[src/rtl/mem_bus_arbiter_if.sv]
// Shared-RAM arbitration bus: per-master request/strobe bundles in, granted RAM port out.
// The arbiter connects through the slave modport; requesting masters (or a bench) use master.
interface mem_bus_arbiter_if #(
    parameter int NUM_REQ = 4,
    parameter int AW      = 32,
    parameter int DW      = 32
);
    localparam int IDW = $clog2(NUM_REQ);

    logic [NUM_REQ-1:0]    req;
    logic [NUM_REQ*AW-1:0] req_addr;
    logic [NUM_REQ*DW-1:0] req_wdata;
    logic [NUM_REQ-1:0]    req_wr_en;
    logic [NUM_REQ-1:0]    req_rd_en;
    logic [NUM_REQ-1:0]    gnt;
    logic [AW-1:0]         mem_addr;
    logic [DW-1:0]         mem_wdata;
    logic                  mem_wr_enable;
    logic                  mem_rd_enable;
    logic [IDW-1:0]        owner_id;
    logic                  busy;
    logic                  proto_err;

    modport master (
        output req, req_addr, req_wdata, req_wr_en, req_rd_en,
        input  gnt, mem_addr, mem_wdata, mem_wr_enable, mem_rd_enable, owner_id, busy, proto_err
    );

    modport slave (
        input  req, req_addr, req_wdata, req_wr_en, req_rd_en,
        output gnt, mem_addr, mem_wdata, mem_wr_enable, mem_rd_enable, owner_id, busy, proto_err
    );
endinterface

[src/rtl/mem_bus_arbiter.sv]
// Round-robin owner of the single RAM port with a per-grant hold quota and a one-cycle
// turnaround gap between owners; the owner's strobes are muxed from the registered owner index.
module mem_bus_arbiter #(
    parameter int NUM_REQ  = 4,
    parameter int AW       = 32,
    parameter int DW       = 32,
    parameter int MAX_HOLD = 16
) (
    input  logic             clk,
    input  logic             reset,
    mem_bus_arbiter_if.slave bus
);
    localparam int IDW = $clog2(NUM_REQ);
    localparam int HCW = (MAX_HOLD > 32'sd1) ? $clog2(MAX_HOLD + 32'sd1) : 32'sd1;
    localparam logic [HCW-1:0] HOLD_SAT  = (MAX_HOLD > 32'sd0) ? HCW'(MAX_HOLD) : {HCW{1'b1}};
    localparam logic [HCW-1:0] HOLD_LAST = (MAX_HOLD > 32'sd0) ? HCW'(MAX_HOLD - 32'sd1) : {HCW{1'b1}};
    localparam logic [IDW-1:0] LAST_INIT = IDW'(NUM_REQ - 32'sd1);

    typedef enum logic [1:0] {
        ST_IDLE    = 2'd0,
        ST_OWNED   = 2'd1,
        ST_HANDOFF = 2'd2
    } state_t;

    state_t             state_r, state_nxt_s;
    logic [NUM_REQ-1:0] gnt_r, gnt_nxt_s;
    logic [IDW-1:0]     owner_r, owner_nxt_s;
    logic [IDW-1:0]     last_r, last_nxt_s;
    logic [HCW-1:0]     hold_r, hold_nxt_s;
    logic               proto_err_r;
    logic [IDW:0]       pick_s;
    logic               owned_s, live_s, owner_req_s, others_s, quota_hit_s, conflict_s;
    logic [AW-1:0]      addr_arr_s  [NUM_REQ];
    logic [DW-1:0]      wdata_arr_s [NUM_REQ];

    // Returns {found, index}; scanning from the far end lets the nearest requester after 'last' win.
    function automatic logic [IDW:0] rr_pick(input logic [NUM_REQ-1:0] r, input logic [IDW-1:0] last);
        logic [IDW:0]   res;
        logic [IDW-1:0] sel;
        res = {(IDW+1){1'b0}};
        for (int i = NUM_REQ; i >= 32'sd1; i--) begin
            sel = IDW'((int'(last) + i) % NUM_REQ);
            if (r[sel]) begin
                res = {1'b1, sel};
            end else begin
                res = res;
            end
        end
        return res;
    endfunction

    // Unpack the per-master address/data buses so the owner can be selected by index.
    always_comb begin
        for (int i = 0; i < NUM_REQ; i++) begin
            addr_arr_s[i]  = bus.req_addr[i*AW +: AW];
            wdata_arr_s[i] = bus.req_wdata[i*DW +: DW];
        end
    end

    // Owner status and RAM-port mux; a dropped request silences the strobes in that same cycle.
    always_comb begin
        owned_s     = (state_r == ST_OWNED);
        owner_req_s = bus.req[owner_r];
        live_s      = owned_s & owner_req_s;
        others_s    = |(bus.req & ~gnt_r);
        quota_hit_s = (MAX_HOLD > 32'sd0) && (hold_r == HOLD_LAST);
        conflict_s  = live_s & bus.req_wr_en[owner_r] & bus.req_rd_en[owner_r];
        bus.mem_wr_enable = live_s & bus.req_wr_en[owner_r];
        bus.mem_rd_enable = live_s & bus.req_rd_en[owner_r] & ~bus.req_wr_en[owner_r];
        if (owned_s) begin
            bus.mem_addr  = addr_arr_s[owner_r];
            bus.mem_wdata = wdata_arr_s[owner_r];
        end else begin
            bus.mem_addr  = {AW{1'b0}};
            bus.mem_wdata = {DW{1'b0}};
        end
    end

    // Next-state logic: arbitrate from IDLE/HANDOFF, release or preempt from OWNED.
    always_comb begin
        state_nxt_s = state_r;
        gnt_nxt_s   = gnt_r;
        owner_nxt_s = owner_r;
        last_nxt_s  = last_r;
        hold_nxt_s  = hold_r;
        pick_s      = rr_pick(bus.req, last_r);
        case (state_r)
            ST_IDLE, ST_HANDOFF: begin
                hold_nxt_s = {HCW{1'b0}};
                if (pick_s[IDW]) begin
                    state_nxt_s = ST_OWNED;
                    gnt_nxt_s   = NUM_REQ'(1'b1) << pick_s[IDW-1:0];
                    owner_nxt_s = pick_s[IDW-1:0];
                    last_nxt_s  = pick_s[IDW-1:0];
                end else begin
                    state_nxt_s = ST_IDLE;
                    gnt_nxt_s   = {NUM_REQ{1'b0}};
                end
            end
            ST_OWNED: begin
                if (!owner_req_s || (quota_hit_s && others_s)) begin
                    state_nxt_s = ST_HANDOFF;
                    gnt_nxt_s   = {NUM_REQ{1'b0}};
                    hold_nxt_s  = {HCW{1'b0}};
                end else if (quota_hit_s) begin
                    hold_nxt_s = {HCW{1'b0}};
                end else if (hold_r != HOLD_SAT) begin
                    hold_nxt_s = hold_r + HCW'(1'b1);
                end else begin
                    hold_nxt_s = hold_r;
                end
            end
            default: begin
                state_nxt_s = ST_IDLE;
                gnt_nxt_s   = {NUM_REQ{1'b0}};
                hold_nxt_s  = {HCW{1'b0}};
            end
        endcase
    end

    // Arbitration state registers; last owner resets to the top index so master 0 wins first.
    always_ff @(posedge clk or negedge reset) begin
        if (!reset) begin
            state_r <= ST_IDLE;
            gnt_r   <= {NUM_REQ{1'b0}};
            owner_r <= {IDW{1'b0}};
            last_r  <= LAST_INIT;
            hold_r  <= {HCW{1'b0}};
        end else begin
            state_r <= state_nxt_s;
            gnt_r   <= gnt_nxt_s;
            owner_r <= owner_nxt_s;
            last_r  <= last_nxt_s;
            hold_r  <= hold_nxt_s;
        end
    end

    // Registered one-cycle flag for each cycle the owner drove read and write together.
    always_ff @(posedge clk or negedge reset) begin
        if (!reset) begin
            proto_err_r <= 1'b0;
        end else begin
            proto_err_r <= conflict_s;
        end
    end

    assign bus.gnt       = gnt_r;
    assign bus.owner_id  = owner_r;
    assign bus.busy      = owned_s;
    assign bus.proto_err = proto_err_r;
endmodule

[src/flat_wrapper.sv]
// flat-port wrapper written by rule: the top's interface ports become plain ports
module mem_bus_arbiter_flat 
#(
    parameter int NUM_REQ  = 4,
    parameter int AW       = 32,
    parameter int DW       = 32,
    parameter int MAX_HOLD = 16
)
  (clk, reset, bus_req, bus_req_addr, bus_req_wdata, bus_req_wr_en, bus_req_rd_en, bus_gnt, bus_mem_addr, bus_mem_wdata, bus_mem_wr_enable, bus_mem_rd_enable, bus_owner_id, bus_busy, bus_proto_err);
  mem_bus_arbiter_if #(.NUM_REQ(NUM_REQ), .AW(AW), .DW(DW)) bus_i ();
  input  logic clk;
  input  logic reset;
  input wire logic [$bits(bus_i.req)-1:0] bus_req;
  input wire logic [$bits(bus_i.req_addr)-1:0] bus_req_addr;
  input wire logic [$bits(bus_i.req_wdata)-1:0] bus_req_wdata;
  input wire logic [$bits(bus_i.req_wr_en)-1:0] bus_req_wr_en;
  input wire logic [$bits(bus_i.req_rd_en)-1:0] bus_req_rd_en;
  output wire logic [$bits(bus_i.gnt)-1:0] bus_gnt;
  output wire logic [$bits(bus_i.mem_addr)-1:0] bus_mem_addr;
  output wire logic [$bits(bus_i.mem_wdata)-1:0] bus_mem_wdata;
  output wire logic [$bits(bus_i.mem_wr_enable)-1:0] bus_mem_wr_enable;
  output wire logic [$bits(bus_i.mem_rd_enable)-1:0] bus_mem_rd_enable;
  output wire logic [$bits(bus_i.owner_id)-1:0] bus_owner_id;
  output wire logic [$bits(bus_i.busy)-1:0] bus_busy;
  output wire logic [$bits(bus_i.proto_err)-1:0] bus_proto_err;
  assign bus_i.req = bus_req;
  assign bus_i.req_addr = bus_req_addr;
  assign bus_i.req_wdata = bus_req_wdata;
  assign bus_i.req_wr_en = bus_req_wr_en;
  assign bus_i.req_rd_en = bus_req_rd_en;
  assign bus_gnt = bus_i.gnt;
  assign bus_mem_addr = bus_i.mem_addr;
  assign bus_mem_wdata = bus_i.mem_wdata;
  assign bus_mem_wr_enable = bus_i.mem_wr_enable;
  assign bus_mem_rd_enable = bus_i.mem_rd_enable;
  assign bus_owner_id = bus_i.owner_id;
  assign bus_busy = bus_i.busy;
  assign bus_proto_err = bus_i.proto_err;
  mem_bus_arbiter #(.NUM_REQ(NUM_REQ), .AW(AW), .DW(DW), .MAX_HOLD(MAX_HOLD)) u_core (.clk(clk), .reset(reset), .bus(bus_i));
endmodule
[config.mk]
export PLATFORM = sky130hd
export DESIGN_NAME = mem_bus_arbiter_flat
export DESIGN_NICKNAME = d
export VERILOG_FILES = /design/src/rtl/mem_bus_arbiter_if.sv /design/src/rtl/mem_bus_arbiter.sv /design/src/flat_wrapper.sv
export SDC_FILE = /design/constraint.sdc
export NUM_CORES = 1
export LEC_CHECK = 0
export BUFFER_PORTS_ARGS = -buffer_cell sky130_fd_sc_hd__buf_2
export CORE_AREA = 2 2 133 135
export DETAILED_ROUTE_END_ITERATION = 16
export DIE_AREA = 0 0 135 137
export SETUP_SLACK_MARGIN = 0.1
export SKIP_CTS_REPAIR_TIMING = 1
export SLEW_MARGIN = 15
export SYNTH_ARGS = -nofsm -noshare
export SYNTH_HDL_FRONTEND = slang
export SYNTH_SLANG_ARGS = --single-unit
[constraint.sdc]
create_clock -name clk -period 3.4 [get_ports clk]
set_clock_uncertainty 0.05 [all_clocks]
set_input_delay 0.68 -clock clk [delete_from_list [all_inputs] [get_ports clk]]
set_output_delay 0.68 -clock clk [all_outputs]
set_load 0.02 [all_outputs]
==> reports/summary.md <==
Summed over all nets, the switching power comes to 1.72 mW. After detailed routing, the number of vias per cell comes to 4.43. The initial antenna violation count is 1, and the gate count of the mapped netlist is 231. Internal power comes to 1.90 mW. The ratio of total power to cell area was 740 nW/um^2; the number of buffers on the longest clock path was 2. The combinational power share was 83.3%. The transition time at the pin with the least slew margin works out to 606 ps.

The die covers 18500 sq um. The run finished with clean final reports. Dividing the detail-routed wire length by the instance count gives 15.9 um. From left edge to right edge, the die measures 135 um. The post-synthesis to final-layout area growth was 71.5%. Setup repair after global routing left no endpoint under its margin.

In the global route stage, overall resource usage came out at 12.0%. The first global-routing pass estimated 17900 um of wire. At the end of routability-driven placement, the weighted congestion stood at 0.738. In the post-synthesis netlist, the cell with the most instances is sky130_fd_sc_hd__mux4_2. With fillers left out, the area of the finished cells amounts to 4900 sq um.

In this run the cell area of the synthesized design comes to 2860 sq um. The number of global-route vias before repair is 3534. Clock-pin slew was measured on the worst setup and hold paths at 50 ps. Part of the cycle the worst path needs: 81.8%.

The tools report the peak supply drop as 463 uV. The worst setup path is launched from a flip-flop. The average cell area after synthesis works out to 12.4 sq um.

The count of final hold-check violations came out at 0. Ranked by instance count, the synthesized netlist is headed by sky130_fd_sc_hd__mux4_2 (66), sky130_fd_sc_hd__and2_1 (65), sky130_fd_sc_hd__dfrtp_1 (14). Prior to clock tree synthesis, the placed netlist has a worst setup slack of 862 ps.

In this run, the number of DRC markers left after iteration 0 of detailed routing was 182. Worst relative slew slack: 59.5%. The final setup violation count was 0. The run gives 0 as the final antenna diode count.

Startpoint of the most critical register-to-register path: u_core.bus.owner_id[0]. For the final routed database, the setup TNS stands at 0 ps. Summed over all cells, the static leakage comes to 2.50 nW.

For the count of cell types in the netlist, the log shows 36. Initial core utilization: 16.8%. For the fill cell instance count of the final layout, the log shows 1795. Area of the core: 17100 sq um. The cell sitting at the root of the clock tree is a sky130_fd_sc_hd__clkbuf_16. The sum of overflow across all layers after global routing was 0; the vertical extent of the die was 137 um. The number of nets handed over by synthesis was 503.

The tightest hold margin was 294 ps; the flop-to-flop setup slack was 1620 ps. The worst setup path is captured at an output port. Timing would allow up to 360 MHz. The number of nets in the layout came out at 833. After detailed placement, the design holds a cell count of 781.

The run gives 14.1% as the sequential-to-total area share from yosys stat. Of all flip-flops after synthesis, the portion carrying an async set or reset was 100%. The run gives 6.3% as the clock group share of total power.

After detailed placement, the total cell area comes to 4820 sq um. The most frequently used flop master after synthesis was sky130_fd_sc_hd__dfrtp_1. TritonCTS built the clock tree.

The share of synthesized area in the top cell type comes to 52.0%. The synthesized design contains 0 enable-type register cells. Entering global routing, the biggest net connects 38 pins.

In the final layout, the share of cells above drive strength 1 is 75.9%. The logs give 619 ps for the final critical-path setup slack and 48 for the number of cell rows. The final layout contains routed wiring with a total length of 12500 um. Top fanout value on the critical path: 34. Tracing the worst setup path back leads to its startpoint at u_core.bus.owner_id[0]. The later pin in the worst-skew pair is clocked with a latency of 250 ps. Type of the setup path with the least slack: flip-flop to output port. The first detailed-routing pass took 4 iterations. The number of routed nets with antenna violations was 0. The part of the power in registers is 10.4%, and the switching part of the total power is 47.5%. The HPWL after detailed placement is 10600 um. In the routed design, unresolved DRC markers number 0.

The path class of the tightest hold or removal check is input port to asynchronous set/reset pin. During I/O placement, the number of pins put on the boundary was 344. The number of warnings issued by yosys came out at 0. The run gives 1 as the number of H-tree levels. The synthesis-stage register bit count works out to 16. By area the synthesized netlist is led by sky130_fd_sc_hd__mux4_2 (52%), sky130_fd_sc_hd__and2_1 (14%), sky130_fd_sc_hd__dfrtp_1 (12%). Number of buffers inserted during clock tree synthesis: 3. The logs give 2330 sq um for the combined area of the multi-input logic cells and 2670 ps for the critical path data required time. The tool flagged a number of max-cap violations equal to 0. The data arrival time of the worst path is 2050 ps.

The tools report the capture point of the worst reg-to-reg path as u_core.hold_r[2]. Number of cells on the worst reg-to-reg path: 5. The number of sinks handled by clock tree synthesis was 16; the via count was 3479. The final number of max-transition violations is 0.

The area taken by flip-flops and latches is 408 sq um, and the minimum clock period is 2780 ps. Summed over all instances, the cell type with the most area after synthesis is sky130_fd_sc_hd__mux4_2. During placement, the flow inserted port buffers numbering 343. The final cell count without fillers came out at 785.
-- cell families after synthesis --
family          Yosys count  synth area share (%)
compound gates           23                  6.78
xor+xnor                  2                 0.613
fa+ha+maj                 2                 0.875
buf+inv                  27                  4.77
flops                    16                  14.1
mux                      70                  53.4
simple gates             91                  19.5
-- per-layer routing --
layer	part of all wire [%]	vias up	GRT usage (%)	wire, um
li1	-	1582	-	-
met1	38	1674	15.3	4780
met2	52	215	22.0	6490
met3	9.4	6	2.00	1170
met4	0.34	2	1.16	42
met5	0.10	-	0	13
-- cell type report --
type / instances / area share [%]
Clock buffer: 4 / 1.61
Timing Repair Buffer: 348 / 36.5
Sequential cell: 16 / 8.32
Tap cell: 225 / 5.74
Multi-Input combinational cell: 188 / 47.5
Inverter: 4 / 0.306
-- worst max-delay path by stage --
stage                         to  depth (start not counted)  slack [ps]
2_1_floorplan  bus_mem_wdata[12]                          5        1000
3_3_place_gp    bus_mem_wdata[3]                          4         880
3_5_place_dp    bus_mem_wdata[3]                          4         860
4_1_cts         bus_mem_wdata[3]                          4         580
5_1_grt         bus_mem_wdata[3]                          4         520
6_report        bus_mem_wdata[3]                          4         620
-- per-stage QoR --
stage               total power [mW]  utilization (%)
CTS                             3.68             28.7
finish                          3.63             28.7
detailed placement              3.44             28.3
global route                    3.91             28.7
global placement                3.39             28.3
floorplan                       2.56                -
-- flip-flops by register name, indices dropped and copies added (netlist names) --
register,flops
u_core.hold_r,5
u_core.state_r,2
u_core.bus.proto_err,1
u_core.bus.gnt,4
u_core.bus.owner_id,2
u_core.last_r,2
-- critical path, stage by stage, from the launching register on --
cell	delay, ps
sky130_fd_sc_hd__dfrtp_4	580
sky130_fd_sc_hd__buf_12	290
sky130_fd_sc_hd__mux4_2	550
sky130_fd_sc_hd__and2_1	190
sky130_fd_sc_hd__buf_2	160
-- power by group through the flow --
stage | registers [mW] | clock network (mW) | logic (mW)
floorplan | 0.357 | 0 | 2.20
global placement | 0.380 | 0 | 3.01
detailed placement | 0.384 | 0 | 3.05
CTS | 0.381 | 0.234 | 3.06
global route | 0.398 | 0.247 | 3.26
finish | 0.377 | 0.230 | 3.02
-- cell usage in the layout, fill, tap and decap left out, types with 4 or more instances in the layout --
cell	netlist	layout
sky130_fd_sc_hd__buf_2	10	343
sky130_fd_sc_hd__mux4_2	66	66
sky130_fd_sc_hd__and2_1	65	65
sky130_fd_sc_hd__dfrtp_1	14	12
sky130_fd_sc_hd__nor2_1	6	6
sky130_fd_sc_hd__nor2b_1	6	5
sky130_fd_sc_hd__inv_1	4	4
sky130_fd_sc_hd__mux2i_1	4	4
No activity file was read; power rests on OpenSTA's default activity.
